[src/rtl/motor_cmd_sequencer.sv]
// Motor command sequencer: owns the PWM duty words for NUM_MOTORS motors.
// Handles arm/disarm sequencing, per-frame slew limiting and a command-loss
// failsafe. Duties move only on frame_tick, so a PWM period never sees a
// mid-period duty change. The exceptions are disarm and reset, which zero
// the duties at once.
//
// Handshake: cmd_ready is high whenever rst_in is low. A command is taken on
// any clk_in edge where cmd_valid && cmd_ready; outside ARMED it is taken and
// dropped.
module motor_cmd_sequencer #(
   parameter int NUM_MOTORS     = 4,
   parameter int DUTY_W         = 8,
   parameter int DUTY_MAX       = 240,
   parameter int SLEW_STEP      = 16,
   parameter int ARM_FRAMES     = 50,
   parameter int TIMEOUT_FRAMES = 25,
   parameter int MOTOR_W        = (NUM_MOTORS > 1) ? $clog2(NUM_MOTORS) : 1
) (
   input  logic                         clk_in,
   input  logic                         rst_in,
   input  logic                         frame_tick,
   input  logic                         arm_req,
   input  logic                         disarm_req,
   input  logic                         cmd_valid,
   output logic                         cmd_ready,
   input  logic [MOTOR_W-1:0]           cmd_motor,
   input  logic [DUTY_W-1:0]            cmd_duty,
   output logic [NUM_MOTORS*DUTY_W-1:0] duty_out,
   output logic                         armed,
   output logic                         failsafe,
   output logic [1:0]                   fsm_state
);

   localparam logic [1:0] S_DISARMED = 2'd0;
   localparam logic [1:0] S_ARMING   = 2'd1;
   localparam logic [1:0] S_ARMED    = 2'd2;
   localparam logic [1:0] S_FAILSAFE = 2'd3;

   localparam int FC_W = $clog2(ARM_FRAMES + 1);
   localparam int TC_W = $clog2(TIMEOUT_FRAMES + 1);

   localparam logic [DUTY_W:0]   STEP_X   = (DUTY_W + 1)'(SLEW_STEP);
   localparam logic [DUTY_W-1:0] MAX_D    = DUTY_W'(DUTY_MAX);
   localparam logic [FC_W-1:0]   ARM_LAST = FC_W'(ARM_FRAMES - 1);
   localparam logic [TC_W-1:0]   TO_LAST  = TC_W'(TIMEOUT_FRAMES - 1);

   logic [1:0]        state;
   logic [FC_W-1:0]   frame_cnt;
   logic [TC_W-1:0]   timeout_cnt;
   logic [DUTY_W-1:0] duty   [NUM_MOTORS];
   logic [DUTY_W-1:0] target [NUM_MOTORS];
   logic [DUTY_W-1:0] slewed [NUM_MOTORS];
   logic [DUTY_W:0]   cur, tgt, up, dn;
   logic [DUTY_W-1:0] clamped;
   logic              accept, motor_ok, all_zero;

   assign cmd_ready = ~rst_in;
   assign accept    = cmd_valid & cmd_ready;
   assign clamped   = (cmd_duty > MAX_D) ? MAX_D : cmd_duty;
   assign motor_ok  = (int'(cmd_motor) < NUM_MOTORS);
   assign armed     = (state == S_ARMED);
   assign failsafe  = (state == S_FAILSAFE);
   assign fsm_state = state;

   // One slew step toward each target. The math is one bit wider than the
   // duty so the step can never wrap past 0 or past full scale.
   always_comb begin
      cur      = '0;
      tgt      = '0;
      up       = '0;
      dn       = '0;
      all_zero = 1'b1;
      for (int m = 0; m < NUM_MOTORS; m++) begin
         cur       = {1'b0, duty[m]};
         tgt       = {1'b0, target[m]};
         up        = cur + STEP_X;
         dn        = cur - STEP_X;
         slewed[m] = duty[m];
         if (tgt > cur)
            slewed[m] = (up > tgt) ? target[m] : up[DUTY_W-1:0];
         else if (tgt < cur)
            slewed[m] = ((cur < STEP_X) || (dn < tgt)) ? target[m] : dn[DUTY_W-1:0];
         if (duty[m] != '0)
            all_zero = 1'b0;
      end
   end

   // Pack the per-motor duties onto the flat output bus.
   always_comb begin
      duty_out = '0;
      for (int m = 0; m < NUM_MOTORS; m++)
         duty_out[m*DUTY_W +: DUTY_W] = duty[m];
   end

   // Sequencer FSM, targets, duties and frame/timeout counters.
   always_ff @(posedge clk_in or posedge rst_in) begin
      if (rst_in) begin
         state       <= S_DISARMED;
         frame_cnt   <= '0;
         timeout_cnt <= '0;
         for (int m = 0; m < NUM_MOTORS; m++) begin
            duty[m]   <= '0;
            target[m] <= '0;
         end
      end else if (disarm_req) begin
         // Disarm outranks everything else and skips the slew.
         state       <= S_DISARMED;
         frame_cnt   <= '0;
         timeout_cnt <= '0;
         for (int m = 0; m < NUM_MOTORS; m++) begin
            duty[m]   <= '0;
            target[m] <= '0;
         end
      end else begin
         case (state)
            S_DISARMED: begin
               for (int m = 0; m < NUM_MOTORS; m++) begin
                  duty[m]   <= '0;
                  target[m] <= '0;
               end
               if (arm_req) begin
                  state     <= S_ARMING;
                  frame_cnt <= '0;
               end
            end
            S_ARMING: begin
               if (frame_tick) begin
                  if (frame_cnt == ARM_LAST) begin
                     state       <= S_ARMED;
                     timeout_cnt <= '0;
                  end else begin
                     frame_cnt <= frame_cnt + 1'b1;
                  end
               end
            end
            S_ARMED: begin
               // This slew uses the targets as they were before this cycle's accept.
               if (frame_tick)
                  for (int m = 0; m < NUM_MOTORS; m++)
                     duty[m] <= slewed[m];
               if (accept) begin
                  timeout_cnt <= '0;
                  if (motor_ok)
                     target[cmd_motor] <= clamped;
               end else if (frame_tick) begin
                  if (timeout_cnt == TO_LAST) begin
                     state <= S_FAILSAFE;
                     for (int m = 0; m < NUM_MOTORS; m++)
                        target[m] <= '0;
                  end else begin
                     timeout_cnt <= timeout_cnt + 1'b1;
                  end
               end
            end
            default: begin
               // FAILSAFE: ramp every motor down to zero, then disarm.
               for (int m = 0; m < NUM_MOTORS; m++)
                  target[m] <= '0;
               if (frame_tick)
                  for (int m = 0; m < NUM_MOTORS; m++)
                     duty[m] <= slewed[m];
               if (all_zero)
                  state <= S_DISARMED;
            end
         endcase
      end
   end

endmodule
[config.mk]
export PLATFORM = sky130hd
export DESIGN_NAME = motor_cmd_sequencer
export DESIGN_NICKNAME = d
export VERILOG_FILES = /design/src/rtl/motor_cmd_sequencer.sv
export SDC_FILE = /design/constraint.sdc
export NUM_CORES = 1
export LEC_CHECK = 0
export CAP_MARGIN = 20
export CORE_MARGIN = 2
export CORE_UTILIZATION = 52
export CTS_CLUSTER_DIAMETER = 120
export DETAILED_ROUTE_END_ITERATION = 8
export GPL_ROUTABILITY_DRIVEN = 0
export PLACE_DENSITY = 0.73
export SLEW_MARGIN = 20
export SYNTH_ARGS = -nofsm -noshare
export SYNTH_HDL_FRONTEND = slang
export SYNTH_SLANG_ARGS = --single-unit
[constraint.sdc]
create_clock -name clk_in -period 5.72 [get_ports clk_in]
set_clock_uncertainty 0.1 [all_clocks]
set_input_delay 0.572 -clock clk_in [delete_from_list [all_inputs] [get_ports clk_in]]
set_output_delay 0.572 -clock clk_in [all_outputs]
set_load 0.05 [all_outputs]
* After elaboration in Yosys (flattened, before gate mapping)
Cells that the tools add are included.
** Operators by class
- Add/subtract/negate cells :: 10
- Magnitude comparators :: 23
- Equal/unequal tests :: 16
- Multiplexer cells :: 53
- Bitwise operators :: 3
- Reduce and logical (&&, ||, !) cells :: 26
** Operator list (count)
- 2-to-1 mux 32 bit :: 6
- 2-to-1 mux 8 bit :: 18
- case mux 32 bit (2 select lines) :: 2
- adder 8 x 5 -> 9 bit, second input constant :: 4
- greater-than comparator 9 x 8 -> 1 bit :: 4
- < comparator 9 x 8 -> 1 bit :: 4
- subtractor 8 x 5 -> 9 bit, second input constant :: 4
- bitwise mux 32 bit :: 1
- greater-than comparator 8 bit :: 4
- < comparator 8 x 5 -> 1 bit, second input constant :: 4
- < comparator 8 bit :: 4
- nonzero test 8 bit :: 4
- 2-to-1 mux 5 bit :: 6
- 2-to-1 mux 6 bit :: 4
- != test 3 bit, second input constant :: 6
- demux 8 bit (select 2 bit) :: 1
- 2-to-1 mux 2 bit :: 8
- nonzero test 4 bit :: 4
- AND reduction 3 bit :: 5
- case mux 6 bit (2 select lines) :: 1
- case mux 5 bit (2 select lines) :: 1
- nonzero test 3 bit :: 3
- greater-than comparator 8 bit, second input constant :: 1
- AND reduction 7 bit :: 1
- 24 further kinds :: 31
** Word-level totals
- Bits in registers :: 77
- Output and inout port bits :: 37

* Logic depth before layout (Yosys ltp)
Gate-level depths: netlist of the first run.
- Depth after elaboration :: 9
- Mapped depth :: 11
- Depth with buffers taken out :: 11

* Least setup slack after synthesis of the first run
OpenSTA, ideal clock, no wires.
- Path type :: input port to output port
- From :: in rst_in
- To :: out cmd_ready
- Data arrival time :: 2443 ps
- Data required time :: 5048 ps
- Path slack :: 2605 ps
- Stages on the path :: 1
- Cells stage by stage :: inv_1
** Between the ends
- Cells in the longest elaborated chain, start to end :: 1
** Ends and longest elaborated chain
- from (decl) :: RTL line 20 : input logic rst_in,
- NOT 1 bit :: RTL line 57 : assign cmd_ready = ~rst_in;
- to (decl) :: RTL line 25 : output logic cmd_ready,
Every way passes these cells.

* Worst setup path in the final report of the first run
- From :: reg duty, in the netlist duty_out[28]
- To :: reg duty, in the netlist duty_out[25]
** Between the ends
- Cells in the longest elaborated chain, start to end :: 9
- Elaborated cells between the ends (all ways) :: 17
- Classes of those cells :: add/sub (2); order compare (5); mux (7); reduce/logical (3)
** Ends and longest elaborated chain
- from (decl) :: RTL line 50 : logic [DUTY_W-1:0] duty [NUM_MOTORS];
- from (signal, indexed assignment) :: RTL line 140 : duty[m] <= slewed[m];
- from (signal, indexed assignment) :: RTL line 161 : duty[m] <= slewed[m];
- subtractor 8 x 5 -> 9 bit :: RTL line 77 : dn = cur - STEP_X;
- < comparator 9 x 8 -> 1 bit :: RTL line 82 : slewed[m] = ((cur < STEP_X) || (dn < tgt)) ? target[m] : dn[DUTY_W-1:0];
- logical OR 1 bit :: RTL line 82
- 2-to-1 mux 8 bit :: RTL line 82
- 2-to-1 mux 8 bit :: RTL line 81 : else if (tgt < cur)
- 2-to-1 mux 8 bit :: RTL line 79 : if (tgt > cur)
- 2-to-1 mux 32 bit :: RTL line 138, 159
- case mux 32 bit (2 select lines) :: RTL line 115 : case (state)
- 2-to-1 mux 32 bit :: RTL line 105 : end else if (disarm_req) begin
Parallel ways exist; a longest one is shown, timed or not. The select of a mux whose other input is x is not followed.
A chain may end at the register's enable or synchronous reset.

==> impl_results.html, run 1 <==
<table>
<tr><th>Metric</th><th>Value</th></tr>
<tr><th colspan="2">Status</th></tr>
<tr><td>Result of the run</td><td>finished, final reports clean</td></tr>
<tr><th colspan="2">Route</th></tr>
<tr><td>Via density per instance</td><td>between 6 and 7</td></tr>
<tr><td>Wire length per cell</td><td>roughly 18 um</td></tr>
<tr><td>Router iterations before antenna repair</td><td>5</td></tr>
<tr><td>Detailed Route WL</td><td>between 15000 and 20000 um</td></tr>
<tr><td>Detailed-route via count</td><td>around 5600</td></tr>
<tr><td>Antenna-violating nets left</td><td>0</td></tr>
<tr><td>First-iteration detailed-routing DRC count</td><td>~410</td></tr>
<tr><td>Detailed-route DRC error count</td><td>0</td></tr>
<tr><th colspan="2">Setup path</th></tr>
<tr><td>Startpoint of the most critical register-to-register path</td><td>duty_out[28]</td></tr>
<tr><td>Sort of element at the end of the critical path</td><td>flop</td></tr>
<tr><td>Startpoint Class</td><td>flop</td></tr>
<tr><td>Arrival time at the worst endpoint</td><td>~3.2 ns</td></tr>
<tr><td>Kind of critical path</td><td>flop to flop</td></tr>
<tr><td>Crit path from</td><td>duty_out[28]</td></tr>
<tr><td>CP required</td><td>approximately 5.8 ns</td></tr>
<tr><td>Maximum fanout along the worst path</td><td>7</td></tr>
<tr><th colspan="2">Yosys</th></tr>
<tr><td>Netlist area before placement</td><td>0.00623 mm^2</td></tr>
<tr><td>Commonest register cell after synthesis</td><td>sky130_fd_sc_hd__dfrtp_1</td></tr>
<tr><td>Yosys cell types</td><td>67</td></tr>
<tr><td>Number of warnings printed during yosys synthesis</td><td>0</td></tr>
<tr><td>Portion of the post-synthesis area used by sequential elements</td><td>30.9%</td></tr>
<tr><td>Count of flip-flops with a built-in enable after synthesis</td><td>0</td></tr>
<tr><td>FF+latch count, synth</td><td>77</td></tr>
<tr><td>Post-synthesis net count</td><td>813</td></tr>
<tr><td>Number of cells produced by synthesis</td><td>between 700 and 800</td></tr>
<tr><td>Share of synthesized registers carrying an async set or reset</td><td>between 90% and 100%</td></tr>
<tr><td>Mean Syn Cell Area</td><td>8.88 um^2</td></tr>
<tr><th colspan="2">Layout</th></tr>
<tr><td>Filler cells</td><td>972</td></tr>
<tr><td>Count of inserted antenna diode cells</td><td>0</td></tr>
<tr><td>Area overhead of the layout relative to synthesis</td><td>15.7%</td></tr>
<tr><td>Footprint of the multi-input gates</td><td>0.00397 mm^2</td></tr>
<tr><td>Post-route non-filler standard cell count</td><td>903</td></tr>
<tr><td>Fraction of final layout cells with drive strength greater than 1</td><td>~4.5%</td></tr>
<tr><td>Final nets</td><td>slightly below 900</td></tr>
<tr><td>Reg area</td><td>slightly below 0.002 mm^2</td></tr>
<tr><th colspan="2">Power and ir drop</th></tr>
<tr><td>Peak VDD IR</td><td>approximately 0.23 mV</td></tr>
<tr><td>Power Dens Cells</td><td>399 mW/mm^2</td></tr>
<tr><td>Total power consumption of the routed design</td><td>2.88 mW</td></tr>
<tr><td>Cell leakage power</td><td>approximately 3.2 nW</td></tr>
<tr><th colspan="2">Timing</th></tr>
<tr><td>Headroom to the max-slew limit</td><td>36.4%</td></tr>
<tr><td>Setup-violating endpoint count in the final report</td><td>0</td></tr>
<tr><td>Hold Fails Final Rpt</td><td>0</td></tr>
<tr><td>Achievable Freq</td><td>~0.33 GHz</td></tr>
<tr><td>Share of the clock period used by the worst path</td><td>a little over half</td></tr>
<tr><td>Unrepaired setup endpoints after global routing</td><td>false</td></tr>
<tr><td>Final critical delay including setup and external delays</td><td>approximately 3.1 ns</td></tr>
<tr><td>Actual slew at the worst max-slew pin</td><td>around 0.95 ns</td></tr>
<tr><td>Setup tns final</td><td>0 ns</td></tr>
<tr><td>Final Max Slew Viols</td><td>0</td></tr>
<tr><th colspan="2">Global route</th></tr>
<tr><td>Maximum number of pins on one net before global-route repair</td><td>roughly 80</td></tr>
<tr><td>Vias in the first global route</td><td>5519</td></tr>
<tr><td>Initial antenna violation count</td><td>0</td></tr>
<tr><td>Wire length of the first global-routing pass</td><td>26700 um</td></tr>
<tr><td>Grt total ovfl</td><td>0</td></tr>
<tr><td>Global routing usage summed across all routing layers</td><td>between 20% and 30%</td></tr>
<tr><th colspan="2">Placed design</th></tr>
<tr><td>IO buf count</td><td>52</td></tr>
<tr><td>Cell Count Post-Placement</td><td>888</td></tr>
<tr><td>Detailed-placement wirelength estimate</td><td>roughly 12000 um</td></tr>
<tr><th colspan="2">Clocking</th></tr>
<tr><td>Hold buffer count at cts</td><td>0</td></tr>
<tr><td>Number of clock buffers inserted by TritonCTS</td><td>9</td></tr>
<tr><td>Clock slew at the register clock pins of the worst setup and hold paths</td><td>0.06 ns</td></tr>
<tr><td>CTS tree</td><td>done</td></tr>
<tr><td>CTS HTree Levels</td><td>3</td></tr>
<tr><td>Post-CTS Setup Inserts</td><td>0</td></tr>
<tr><td>Sink Count</td><td>77</td></tr>
<tr><td>Maximum number of buffers from clock root to sink</td><td>2</td></tr>
<tr><td>Insertion delay of the later-clocked pin in the worst-skew pair</td><td>between 0.3 and 0.4 ns</td></tr>
<tr><td>Root cell of the clock tree</td><td>sky130_fd_sc_hd__clkbuf_16</td></tr>
<tr><td>Number of resized instances in the post-cts repair step</td><td>0</td></tr>
<tr><th colspan="2">Die</th></tr>
<tr><td>Die ar.</td><td>~0.013 mm^2</td></tr>
<tr><td>Core area</td><td>around 0.012 mm^2</td></tr>
<tr><td>Initial Utilization</td><td>between 50% and 60%</td></tr>
<tr><td>Horizontal die dimension</td><td>approximately 110 um</td></tr>
<tr><td>Number of ports placed on the die boundary</td><td>53</td></tr>
<tr><td>Number of core rows</td><td>39</td></tr>
<tr><td>Overall die height</td><td>113 um</td></tr>
<tr><th colspan="2">Hold path</th></tr>
<tr><td>Hold path start</td><td>frame_cnt[5]</td></tr>
<tr><td>Class of the most critical hold timing path</td><td>flop to flop</td></tr>
<tr><th colspan="2">Flow run</th></tr>
<tr><td>MaxCap Viol Count</td><td>0</td></tr>
</table>
path summary, 6_finish.rpt:
path | endpoint | slack, ns | cells after the start
max in group asynchronous | duty_out[20] | 4.09 | 3
worst min-delay path | frame_cnt[5] | 0.40 | 1
worst max-delay path | duty_out[25] | 2.67 | 11
worst max register to register | duty_out[25] | 2.67 | 11
min in group asynchronous | timeout_cnt[0] | 0.81 | 3
worst min register to register | frame_cnt[5] | 0.40 | 1
critical path, stage by stage, from the launching register on:
cell and delay, ns:
sky130_fd_sc_hd__dfrtp_1 0.46, sky130_fd_sc_hd__inv_1 0.17, sky130_fd_sc_hd__ha_1 0.43, sky130_fd_sc_hd__inv_1 0.12
sky130_fd_sc_hd__ha_1 0.28, sky130_fd_sc_hd__o21a_1 0.19, sky130_fd_sc_hd__o21ai_0 0.17, sky130_fd_sc_hd__nand2_1 0.10
sky130_fd_sc_hd__o211a_1 0.16, sky130_fd_sc_hd__mux2_2 0.31, sky130_fd_sc_hd__a21o_1 0.24, sky130_fd_sc_hd__a22o_1 0.19
Yosys cell counts, types with 3 or more instances:
library cell / instances / area [um^2]
sky130_fd_sc_hd__a211o_1: 4 / 35.0
sky130_fd_sc_hd__a211oi_1: 5 / 37.5
sky130_fd_sc_hd__a21o_1: 17 / 128
sky130_fd_sc_hd__a21oi_1: 34 / 170
sky130_fd_sc_hd__a221o_1: 3 / 30.0
sky130_fd_sc_hd__a22o_1: 35 / 307
sky130_fd_sc_hd__a22oi_1: 3 / 22.5
sky130_fd_sc_hd__a31oi_1: 6 / 37.5
sky130_fd_sc_hd__and2_1: 9 / 56.3
sky130_fd_sc_hd__and3_1: 6 / 37.5
sky130_fd_sc_hd__and4_1: 3 / 26.3
sky130_fd_sc_hd__and4b_1: 4 / 40.0
sky130_fd_sc_hd__buf_2: 5 / 25.0
sky130_fd_sc_hd__clkbuf_1: 4 / 15.0
sky130_fd_sc_hd__dfrtp_1: 77 / 1930
sky130_fd_sc_hd__ha_1: 95 / 1190
sky130_fd_sc_hd__inv_1: 78 / 293
sky130_fd_sc_hd__mux2i_1: 5 / 50.1
sky130_fd_sc_hd__nand2_1: 61 / 229
sky130_fd_sc_hd__nand2b_1: 7 / 43.8
sky130_fd_sc_hd__nand3_1: 28 / 140
sky130_fd_sc_hd__nand4_1: 9 / 56.3
sky130_fd_sc_hd__nand4b_1: 3 / 26.3
sky130_fd_sc_hd__nor2_1: 35 / 131
sky130_fd_sc_hd__nor2b_1: 12 / 75.1
sky130_fd_sc_hd__nor3_1: 10 / 50.1
sky130_fd_sc_hd__nor4_1: 6 / 37.5
sky130_fd_sc_hd__o2111ai_1: 3 / 26.3
sky130_fd_sc_hd__o211ai_1: 7 / 52.6
sky130_fd_sc_hd__o21a_1: 8 / 60.1
sky130_fd_sc_hd__o21ai_0: 37 / 185
sky130_fd_sc_hd__o21ai_1: 8 / 40.0
sky130_fd_sc_hd__o221ai_1: 3 / 26.3
sky130_fd_sc_hd__o31ai_1: 10 / 75.1
sky130_fd_sc_hd__o32ai_1: 4 / 35.0
sky130_fd_sc_hd__or2_2: 5 / 31.3
sky130_fd_sc_hd__or3_1: 3 / 18.8
sky130_fd_sc_hd__xnor2_1: 5 / 43.8
sky130_fd_sc_hd__xor2_1: 8 / 70.1
flip-flops by register name, indices dropped and copies added (netlist names):
signal / count
frame_cnt: 6
timeout_cnt: 5
fsm_state: 2
duty_out: 32
target: 32
report_power, final:
part	internal [mW]	leakage (nW)	switching, mW
registers	0.584	1.07	0.0735
clock network	0.391	0.152	0.215
logic	0.600	1.97	1.01
total	1.58	3.19	1.30
through the flow:
step	hold slack [ns]	util [%]	area (um^2)	setup slack, ns
floorplan	0.351	-	6230	2.60
global placement	0.386	59.6	6900	2.74
detailed placement	0.380	59.6	6900	2.65
CTS	0.404	62.4	7210	2.71
global route	0.432	62.4	7210	2.54
finish	0.404	62.4	7210	2.67
per-layer routing:
| metal | global-route usage (%) | up-vias | routed length [um] |
|---|---|---|---|
| met5 | 0 | - | 0 |
| met4 | 8.29 | 0 | 312 |
| met3 | 3.93 | 27 | 937 |
| met2 | 43.1 | 211 | 7760 |
| met1 | 34.0 | 2701 | 7110 |
| li1 | - | 2675 | - |
final cells by class:
| cell class | count | share of cell area, % |
|---|---|---|
| timing repair buffer | 53 | 7.32 |
| clock buffer | 11 | 3.37 |
| inverter | 79 | 4.13 |
| clock inverter | 4 | 1.01 |
| multi-input combinational | 536 | 55.0 |
| tap | 143 | 2.48 |
| sequential | 77 | 26.7 |
cells by family after synthesis:
logic type / count (synthesis) / synth area share (%)
AND/OR/NAND/NOR: 211 / 17.4
AO/OA/AOI/OAI: 210 / 24.1
adder cells (fa/ha/maj): 95 / 19.1
buffers and inverters: 89 / 5.46
flip-flops: 77 / 30.9
XOR/XNOR: 13 / 1.83
multiplexers: 7 / 1.16
layout by cell type (no fill, tap or decap), types with 7 or more instances in the layout:
cell type                         Yosys  layout
sky130_fd_sc_hd__and2_1               9       9
sky130_fd_sc_hd__nor2b_1             12      12
sky130_fd_sc_hd__nor2_1              35      35
sky130_fd_sc_hd__o211ai_1             7       7
sky130_fd_sc_hd__o21ai_0             37      37
sky130_fd_sc_hd__nand3_1             28      28
sky130_fd_sc_hd__a21o_1              17      17
sky130_fd_sc_hd__o21a_1               8       8
sky130_fd_sc_hd__xor2_1               8       8
sky130_fd_sc_hd__clkbuf_16            0       9
sky130_fd_sc_hd__o21ai_1              8       8
sky130_fd_sc_hd__dfrtp_1             77      77
sky130_fd_sc_hd__nor3_1              10      10
sky130_fd_sc_hd__ha_1                95      95
sky130_fd_sc_hd__clkdlybuf4s50_1      0      52
sky130_fd_sc_hd__a21oi_1             34      34
sky130_fd_sc_hd__o31ai_1             10      10
sky130_fd_sc_hd__a22o_1              35      35
sky130_fd_sc_hd__nand2_1             61      61
sky130_fd_sc_hd__inv_1               78      77
sky130_fd_sc_hd__nand2b_1             7       7
sky130_fd_sc_hd__nand4_1              9       9
No activity file was read; power rests on OpenSTA's default activity.
==> run 2, diff against run 1 <==
Settings changed: PLACE_DENSITY 0.73 to 0.76.
Clock period 5.72 ns to 2.6 ns, I/O delays scaled along.
==> run 2 against run 1 <==
Register-to-register slack got worse by 2.8 ns. Sequential share of layout area fell by 3.2 points. Highest routed layer unchanged. Power rose to 2.6 times the previous value. Fmax rose by 10%. Largest cell class unchanged. The run now ends with negative setup slack left. Critical endpoint is now duty_out[22]. Die area did not move.
==> impl_results.html, run 2 (synthesis results as in run 1) <==
<table>
<tr><th>Metric</th><th>Value</th></tr>
<tr><th colspan="2">Clocking</th></tr>
<tr><td>Number of clock buffers inserted by TritonCTS</td><td>9 (unchanged)</td></tr>
<tr><td>Insertion delay of the later-clocked pin in the worst-skew pair</td><td>0.34 ns (was 0.32 ns)</td></tr>
<tr><td>Clock slew at the register clock pins of the worst setup and hold paths</td><td>0.07 ns (was 0.06 ns)</td></tr>
<tr><td>Maximum number of buffers from clock root to sink</td><td>2 (unchanged)</td></tr>
<tr><td>CTS HTree Levels</td><td>3 (unchanged)</td></tr>
<tr><td>Root cell of the clock tree</td><td>sky130_fd_sc_hd__clkbuf_16 (unchanged)</td></tr>
<tr><td>CTS tree</td><td>done (unchanged)</td></tr>
<tr><td>Sink Count</td><td>77 (unchanged)</td></tr>
<tr><th colspan="2">Status</th></tr>
<tr><td>Failing checks</td><td>negative setup slack</td></tr>
<tr><td>Result of the run</td><td>complete, but fails checks (was finished, final reports clean)</td></tr>
<tr><th colspan="2">Timing</th></tr>
<tr><td>Setup-violating endpoint count in the final report</td><td>9 (was 0)</td></tr>
<tr><td>Unrepaired setup endpoints after global routing</td><td>true (was false)</td></tr>
<tr><td>Final critical delay including setup and external delays</td><td>2.77 ns (was 3.05 ns)</td></tr>
<tr><td>Actual slew at the worst max-slew pin</td><td>0.573 ns (was 0.954 ns)</td></tr>
<tr><td>Tightest hold margin</td><td>0.356 ns (was 0.404 ns)</td></tr>
<tr><td>Headroom to the max-slew limit</td><td>61.5% (was 36.4%)</td></tr>
<tr><td>Share of the clock period used by the worst path</td><td>107% (was 53.4%)</td></tr>
<tr><td>Final Max Slew Viols</td><td>0 (unchanged)</td></tr>
<tr><td>Setup tns final</td><td>-0.958 ns (was 0 ns)</td></tr>
<tr><td>Achievable Freq</td><td>0.361 GHz (was 0.327 GHz)</td></tr>
<tr><td>Hold Fails Final Rpt</td><td>0 (unchanged)</td></tr>
<tr><td>Final WS setup</td><td>-0.172 ns (was 2.67 ns)</td></tr>
<tr><th colspan="2">Placed design</th></tr>
<tr><td>Cell area reported after detailed placement</td><td>0.00750 mm^2 (was 0.00690 mm^2)</td></tr>
<tr><td>Detailed-placement wirelength estimate</td><td>13100 um (was 12300 um)</td></tr>
<tr><td>IO buf count</td><td>52 (unchanged)</td></tr>
<tr><td>Cell Count Post-Placement</td><td>939 (was 888)</td></tr>
<tr><th colspan="2">Setup path</th></tr>
<tr><td>Arrival time at the worst endpoint</td><td>2.90 ns (was 3.16 ns)</td></tr>
<tr><td>Kind of critical path</td><td>flop to flop (unchanged)</td></tr>
<tr><td>Startpoint Class</td><td>flop (unchanged)</td></tr>
<tr><td>CP required</td><td>2.73 ns (was 5.83 ns)</td></tr>
<tr><td>Maximum fanout along the worst path</td><td>5 (was 7)</td></tr>
<tr><td>Sort of element at the end of the critical path</td><td>flop (unchanged)</td></tr>
<tr><th colspan="2">Global route</th></tr>
<tr><td>Initial antenna violation count</td><td>0 (unchanged)</td></tr>
<tr><td>Global routing usage summed across all routing layers</td><td>28.0% (was 25.6%)</td></tr>
<tr><td>Grt total ovfl</td><td>0 (unchanged)</td></tr>
<tr><td>Wire length of the first global-routing pass</td><td>29200 um (was 26700 um)</td></tr>
<tr><td>Maximum number of pins on one net before global-route repair</td><td>78 (unchanged)</td></tr>
<tr><td>Vias in the first global route</td><td>5990 (was 5519)</td></tr>
<tr><th colspan="2">Layout</th></tr>
<tr><td>Final Instance Area</td><td>0.00834 mm^2 (was 0.00721 mm^2)</td></tr>
<tr><td>Area overhead of the layout relative to synthesis</td><td>33.7% (was 15.7%)</td></tr>
<tr><td>Most common cell after layout, fill and taps aside</td><td>sky130_fd_sc_hd__ha_1 (unchanged)</td></tr>
<tr><td>Final nets</td><td>936 (was 867)</td></tr>
<tr><td>Footprint of the multi-input gates</td><td>0.00450 mm^2 (was 0.00397 mm^2)</td></tr>
<tr><td>Reg area</td><td>0.00196 mm^2 (was 0.00193 mm^2)</td></tr>
<tr><td>Count of inserted antenna diode cells</td><td>0 (unchanged)</td></tr>
<tr><td>Commonest non-fill, non-tap cells in the layout</td><td>sky130_fd_sc_hd__ha_1 (80), sky130_fd_sc_hd__inv_1 (69), sky130_fd_sc_hd__buf_4 (66), sky130_fd_sc_hd__nand2_1 (58), sky130_fd_sc_hd__dfrtp_1 (52) (was sky130_fd_sc_hd__ha_1 (95), sky130_fd_sc_hd__inv_1 (77), sky130_fd_sc_hd__dfrtp_1 (77), sky130_fd_sc_hd__nand2_1 (61), sky130_fd_sc_hd__clkdlybuf4s50_1 (52))</td></tr>
<tr><td>Filler cells</td><td>804 (was 972)</td></tr>
<tr><td>Post-route non-filler standard cell count</td><td>973 (was 903)</td></tr>
<tr><td>Fraction of final layout cells with drive strength greater than 1</td><td>25.9% (was 4.47%)</td></tr>
<tr><td>Final core utilization</td><td>72.1% (was 62.4%)</td></tr>
<tr><th colspan="2">Route</th></tr>
<tr><td>Detailed-route via count</td><td>6066 (was 5614)</td></tr>
<tr><td>Wire length per cell</td><td>19.2 um (was 17.9 um)</td></tr>
<tr><td>First-iteration detailed-routing DRC count</td><td>519 (was 407)</td></tr>
<tr><td>Detailed Route WL</td><td>18700 um (was 16100 um)</td></tr>
<tr><td>Via density per instance</td><td>6.23 (was 6.22)</td></tr>
<tr><td>Router iterations before antenna repair</td><td>6 (was 5)</td></tr>
<tr><td>Antenna-violating nets left</td><td>0 (unchanged)</td></tr>
<tr><td>Detailed-route DRC error count</td><td>0 (unchanged)</td></tr>
<tr><th colspan="2">Die</th></tr>
<tr><td>Number of core rows</td><td>39 (unchanged)</td></tr>
<tr><td>Core area</td><td>0.0116 mm^2 (unchanged)</td></tr>
<tr><td>Initial Utilization</td><td>53.9% (unchanged)</td></tr>
<tr><td>Number of ports placed on the die boundary</td><td>53 (unchanged)</td></tr>
<tr><td>Overall die height</td><td>113 um (unchanged)</td></tr>
<tr><td>Horizontal die dimension</td><td>113 um (unchanged)</td></tr>
<tr><td>Die ar.</td><td>0.0129 mm^2 (unchanged)</td></tr>
<tr><th colspan="2">Power and ir drop</th></tr>
<tr><td>Power Dens Cells</td><td>894 mW/mm^2 (was 399 mW/mm^2)</td></tr>
<tr><td>Cell leakage power</td><td>3.60 nW (was 3.19 nW)</td></tr>
<tr><td>Peak VDD IR</td><td>0.812 mV (was 0.225 mV)</td></tr>
<tr><th colspan="2">Flow run</th></tr>
<tr><td>MaxCap Viol Count</td><td>0 (unchanged)</td></tr>
<tr><th colspan="2">Hold path</th></tr>
<tr><td>Class of the most critical hold timing path</td><td>primary input to async pin (was flop to flop)</td></tr>
</table>
[run 2: cell types whose count changed in the layout (fill, tap and decap cells not counted), sizes merged]
| cell | previous run | this run |
|---|---|---|
| inv | 78 | 79 |
| clkdlybuf4s50 | 52 | 51 |
| bufinv | 2 | 1 |
| buf | 1 | 71 |
| clkinv | 2 | 4 |
| clkbuf | 11 | 10 |
[run 2: final cells by class]
cell class | instances | share of cell area [%]
Clock inverter | 6 | 0.840
Clock buffer | 10 | 2.87
Inverter | 79 | 3.75
Tap cell | 143 | 2.15
Sequential cell | 77 | 23.5
Multi-Input combinational cell | 536 | 54.0
Timing Repair Buffer | 122 | 13.0
[run 2: worst paths after layout]
kind                               from            to  slack [ns]  depth (start not counted)
max in group asynchronous        rst_in  duty_out[10]        1.70                          3
min reg2reg                frame_cnt[5]  frame_cnt[5]        0.41                          1
min in group clk_in        frame_cnt[5]  frame_cnt[5]        0.41                          1
min                              rst_in  frame_cnt[5]        0.36                          3
max reg2reg                duty_out[20]  duty_out[22]       -0.17                         10
max                        duty_out[20]  duty_out[22]       -0.17                         10
[run 2: per-stage QoR]
stage / setup slack [ns] / power (mW)
after detailed placement: -0.0763 / 5.23
after floorplan: -0.0227 / 4.30
after global placement: 0.0186 / 5.09
final: -0.172 / 7.46
after global routing: -0.292 / 7.90
after CTS: -0.0660 / 6.64
[run 2: where the power goes]
group / internal (mW) / switching (mW)
Clock: 0.777 / 0.542
Combinational: 1.98 / 2.67
Sequential: 1.29 / 0.187
[run 2: layer usage]
metal / global-route usage [%] / vias up / wire (um)
li1: - / 2812 / -
met1: 38.0 / 2948 / 8160
met2: 46.5 / 253 / 8940
met3: 3.99 / 53 / 1110
met4: 8.70 / 0 / 490
met5: 0 / - / 0
[run 2: worst max-delay path: stages (launching register included)]
cell and delay [ns]:
sky130_fd_sc_hd__dfrtp_2 0.46, sky130_fd_sc_hd__ha_4 0.20, sky130_fd_sc_hd__xor2_2 0.14, sky130_fd_sc_hd__ha_1 0.30, sky130_fd_sc_hd__a21o_1 0.17, sky130_fd_sc_hd__a211oi_2 0.25, sky130_fd_sc_hd__and2_1 0.21, sky130_fd_sc_hd__a211o_1 0.21
sky130_fd_sc_hd__a221o_1 0.19, sky130_fd_sc_hd__o31ai_1 0.08, sky130_fd_sc_hd__a221o_1 0.35
[run 2: what timing repair did]
action                                  CTS  global route
buffers inserted                          6            13
resized for setup                         6            69
hold buffers                              0             0
endpoints found under the hold margin     0             0
pin swaps                                 7            42
endpoints found under the setup margin   18            32
==> run 3, diff against run 2 <==
Settings changed: CORE_UTILIZATION 52 to 45, CTS_CLUSTER_DIAMETER 120 to 30, GPL_TIMING_DRIVEN from default to 0, PLACE_DENSITY 0.76 to 0.67.
==> run 3 against run 2 <==
The flow still finishes with violations (negative setup slack). Critical path depth rose by 2. Hold slack gained 0.017 ns. Via count fell by 1.2%. Non-clock buffer count shrank 13. Combinational power about the same. Die area rose by 15%. Sequential power hardly changed. Critical path type unchanged. Sequential share of layout area down 0.50 points. Design area increased by 2.3%. Clock power barely moved.
==> impl_results.html, run 3 (synthesis results as in run 1) <==
<table>
<tr><th>Metric</th><th>Value</th></tr>
<tr><th colspan="2">Status</th></tr>
<tr><td>Result of the run</td><td>complete, but fails checks (unchanged)</td></tr>
<tr><td>Failing checks</td><td>negative setup slack (unchanged)</td></tr>
<tr><th colspan="2">Route</th></tr>
<tr><td>First-iteration detailed-routing DRC count</td><td>477 (was 519)</td></tr>
<tr><td>Detailed-route DRC error count</td><td>0 (unchanged)</td></tr>
<tr><td>Via density per instance</td><td>6.00 (was 6.23)</td></tr>
<tr><td>Detailed Route WL</td><td>18300 um (was 18700 um)</td></tr>
<tr><td>Router iterations before antenna repair</td><td>5 (was 6)</td></tr>
<tr><td>Wire length per cell</td><td>18.3 um (was 19.2 um)</td></tr>
<tr><td>Antenna-violating nets left</td><td>0 (unchanged)</td></tr>
<tr><td>Detailed-route via count</td><td>5991 (was 6066)</td></tr>
<tr><th colspan="2">Setup path</th></tr>
<tr><td>Cell with the largest stage delay on the worst path</td><td>sky130_fd_sc_hd__dfrtp_2 (unchanged)</td></tr>
<tr><td>Sort of element at the end of the critical path</td><td>flop (unchanged)</td></tr>
<tr><td>Arrival time at the worst endpoint</td><td>2.85 ns (was 2.90 ns)</td></tr>
<tr><td>CP max stage delay</td><td>0.43 ns (was 0.46 ns)</td></tr>
<tr><td>Kind of critical path</td><td>flop to flop (unchanged)</td></tr>
<tr><td>Maximum fanout along the worst path</td><td>5 (unchanged)</td></tr>
<tr><td>Crit path cell chain</td><td>buf_12, buf_6, nand3_4, xnor2_2, ha_1, a31oi_1, o21ai_4, buf_4, o31ai_4, mux2_4, nor2_2, a22o_1 (was ha_4, xor2_2, ha_1, a21o_1, a211oi_2, and2_1, a211o_1, a221o_1, o31ai_1, a221o_1)</td></tr>
<tr><td>Startpoint of the most critical register-to-register path</td><td>duty_out[28] (was duty_out[20])</td></tr>
<tr><td>R2R Path End</td><td>duty_out[24] (was duty_out[22])</td></tr>
<tr><td>Startpoint Class</td><td>flop (unchanged)</td></tr>
<tr><td>Worst-case register-to-register setup slack</td><td>-0.12 ns (was -0.17 ns)</td></tr>
<tr><td>CP required</td><td>2.73 ns (about the same)</td></tr>
<tr><td>R2r worst-path depth</td><td>12 (was 10)</td></tr>
<tr><th colspan="2">Placed design</th></tr>
<tr><td>Detailed-placement wirelength estimate</td><td>12700 um (was 13100 um)</td></tr>
<tr><td>Cell Count Post-Placement</td><td>936 (was 939)</td></tr>
<tr><td>IO buf count</td><td>52 (unchanged)</td></tr>
<tr><td>Cell area reported after detailed placement</td><td>0.00726 mm^2 (was 0.00750 mm^2)</td></tr>
<tr><td>Setup Slack @ Placement</td><td>-0.341 ns (was -0.0763 ns)</td></tr>
<tr><th colspan="2">Clocking</th></tr>
<tr><td>Sink Count</td><td>77 (unchanged)</td></tr>
<tr><td>CTS tree</td><td>done (unchanged)</td></tr>
<tr><td>Hold buffer count at cts</td><td>0 (unchanged)</td></tr>
<tr><td>Number of clock buffers inserted by TritonCTS</td><td>9 (unchanged)</td></tr>
<tr><td>Insertion delay of the later-clocked pin in the worst-skew pair</td><td>0.35 ns (was 0.34 ns)</td></tr>
<tr><td>Clock slew at the register clock pins of the worst setup and hold paths</td><td>0.06 ns (was 0.07 ns)</td></tr>
<tr><td>Root cell of the clock tree</td><td>sky130_fd_sc_hd__clkbuf_16 (unchanged)</td></tr>
<tr><td>Maximum number of buffers from clock root to sink</td><td>2 (unchanged)</td></tr>
<tr><td>CTS HTree Levels</td><td>3 (unchanged)</td></tr>
<tr><th colspan="2">Timing</th></tr>
<tr><td>Tightest hold margin</td><td>0.373 ns (was 0.356 ns)</td></tr>
<tr><td>Final WS setup</td><td>-0.122 ns (was -0.172 ns)</td></tr>
<tr><td>Setup-violating endpoint count in the final report</td><td>15 (was 9)</td></tr>
<tr><td>Headroom to the max-slew limit</td><td>47.0% (was 61.5%)</td></tr>
<tr><td>Share of the clock period used by the worst path</td><td>105% (was 107%)</td></tr>
<tr><td>Final critical delay including setup and external delays</td><td>2.72 ns (was 2.77 ns)</td></tr>
<tr><td>Hold Fails Final Rpt</td><td>0 (unchanged)</td></tr>
<tr><td>Actual slew at the worst max-slew pin</td><td>0.788 ns (was 0.573 ns)</td></tr>
<tr><td>Final Max Slew Viols</td><td>0 (unchanged)</td></tr>
<tr><td>Unrepaired setup endpoints after global routing</td><td>true (unchanged)</td></tr>
<tr><td>Achievable Freq</td><td>0.367 GHz (was 0.361 GHz)</td></tr>
<tr><th colspan="2">Global route</th></tr>
<tr><td>Maximum number of pins on one net before global-route repair</td><td>30 (was 78)</td></tr>
<tr><td>Global routing usage summed across all routing layers</td><td>24.4% (was 28.0%)</td></tr>
<tr><td>Wire length of the first global-routing pass</td><td>28400 um (was 29200 um)</td></tr>
<tr><td>Vias in the first global route</td><td>5838 (was 5990)</td></tr>
<tr><td>Grt total ovfl</td><td>0 (unchanged)</td></tr>
<tr><td>Initial antenna violation count</td><td>0 (unchanged)</td></tr>
<tr><th colspan="2">Die</th></tr>
<tr><td>Initial Utilization</td><td>45.4% (was 53.9%)</td></tr>
<tr><td>Die ar.</td><td>0.0148 mm^2 (was 0.0129 mm^2)</td></tr>
<tr><td>Horizontal die dimension</td><td>122 um (was 113 um)</td></tr>
<tr><td>Overall die height</td><td>122 um (was 113 um)</td></tr>
<tr><td>Core area</td><td>0.0137 mm^2 (was 0.0116 mm^2)</td></tr>
<tr><td>Number of ports placed on the die boundary</td><td>53 (unchanged)</td></tr>
<tr><td>Number of core rows</td><td>43 (was 39)</td></tr>
<tr><th colspan="2">Layout</th></tr>
<tr><td>Fraction of final layout cells with drive strength greater than 1</td><td>26.9% (was 25.9%)</td></tr>
<tr><td>Reg area</td><td>0.00196 mm^2 (about the same)</td></tr>
<tr><td>Area overhead of the layout relative to synthesis</td><td>36.8% (was 33.7%)</td></tr>
<tr><td>Count of inserted antenna diode cells</td><td>0 (unchanged)</td></tr>
<tr><td>Filler cells</td><td>1140 (was 804)</td></tr>
<tr><td>Final nets</td><td>924 (was 936)</td></tr>
<tr><td>Most common cell after layout, fill and taps aside</td><td>sky130_fd_sc_hd__ha_1 (unchanged)</td></tr>
<tr><td>Post-route non-filler standard cell count</td><td>998 (was 973)</td></tr>
<tr><td>Commonest non-fill, non-tap cells in the layout</td><td>sky130_fd_sc_hd__ha_1 (74), sky130_fd_sc_hd__inv_1 (66), sky130_fd_sc_hd__nand2_1 (58), sky130_fd_sc_hd__clkdlybuf4s50_1 (52), sky130_fd_sc_hd__dfrtp_1 (50) (was sky130_fd_sc_hd__ha_1 (80), sky130_fd_sc_hd__inv_1 (69), sky130_fd_sc_hd__buf_4 (66), sky130_fd_sc_hd__nand2_1 (58), sky130_fd_sc_hd__dfrtp_1 (52))</td></tr>
<tr><td>Footprint of the multi-input gates</td><td>0.00468 mm^2 (was 0.00450 mm^2)</td></tr>
<tr><td>Final Instance Area</td><td>0.00853 mm^2 (was 0.00834 mm^2)</td></tr>
<tr><th colspan="2">Power and ir drop</th></tr>
<tr><td>Cell leakage power</td><td>3.54 nW (was 3.60 nW)</td></tr>
<tr><td>Peak VDD IR</td><td>0.426 mV (was 0.812 mV)</td></tr>
<tr><td>Total power consumption of the routed design</td><td>7.44 mW (was 7.46 mW)</td></tr>
<tr><td>Power Dens Cells</td><td>872 mW/mm^2 (was 894 mW/mm^2)</td></tr>
<tr><th colspan="2">Hold path</th></tr>
<tr><td>Class of the most critical hold timing path</td><td>primary input to async pin (unchanged)</td></tr>
<tr><th colspan="2">Flow run</th></tr>
<tr><td>MaxCap Viol Count</td><td>0 (unchanged)</td></tr>
</table>
-- run 3: layout make-up --
| cell class | count | share of cell area, % |
|---|---|---|
| sequential | 77 | 23.0 |
| multi-input combinational | 536 | 54.8 |
| inverter | 79 | 3.76 |
| clock buffer | 12 | 3.13 |
| timing repair inverter | 1 | 0.0587 |
| tap | 180 | 2.64 |
| timing repair buffer | 101 | 11.1 |
| buffer | 8 | 0.836 |
| clock inverter | 4 | 0.631 |
-- run 3: repair_timing --
item                                   CTS  global route
setup endpoints to repair               31            47
gates resized for setup                 39            79
setup buffers                           21            26
endpoints found under the hold margin    0             0
cloned                                   1             0
pin swaps                               20            53
-- run 3: report_power, final --
part / switching (mW) / internal [mW]
clock network: 0.511 / 0.825
registers: 0.178 / 1.30
logic: 2.69 / 1.94
total: 3.38 / 4.06
-- run 3: how the worst max path moves through the flow --
stage                 start            to  slack (ns)
2_1_floorplan  duty_out[28]  duty_out[25]       -0.02
3_3_place_gp         rst_in     cmd_ready       -1.04
3_5_place_dp         rst_in     cmd_ready       -0.34
4_1_cts        duty_out[28]  duty_out[24]       -0.05
5_1_grt        duty_out[20]  duty_out[22]       -0.23
6_report       duty_out[28]  duty_out[24]       -0.12
-- run 3: per-stage QoR --
stage	setup TNS (ns)	utilization (%)
after floorplan	-0.135	-
after global placement	-3.44	52.6
after detailed placement	-3.73	52.9
after CTS	-0.285	57.8
after global routing	-3.45	62.2
final	-1.14	62.2
-- run 3: critical path, delay by kind of cell (launching register included) --
kind | cells | cell delay (ns)
buf+inv | 3 | 0.40
simple gates | 2 | 0.14
compound gates | 4 | 0.92
mux | 1 | 0.25
flops | 1 | 0.43
fa+ha+maj | 1 | 0.20
xor+xnor | 1 | 0.16
-- run 3: layer usage --
layer / track usage (%) / wire (um) / up-vias
met5: 0 / 0 / -
met4: 9.77 / 648 / 0
met3: 4.63 / 751 / 60
met2: 42.2 / 9320 / 165
met1: 30.0 / 7570 / 2968
li1: - / - / 2798
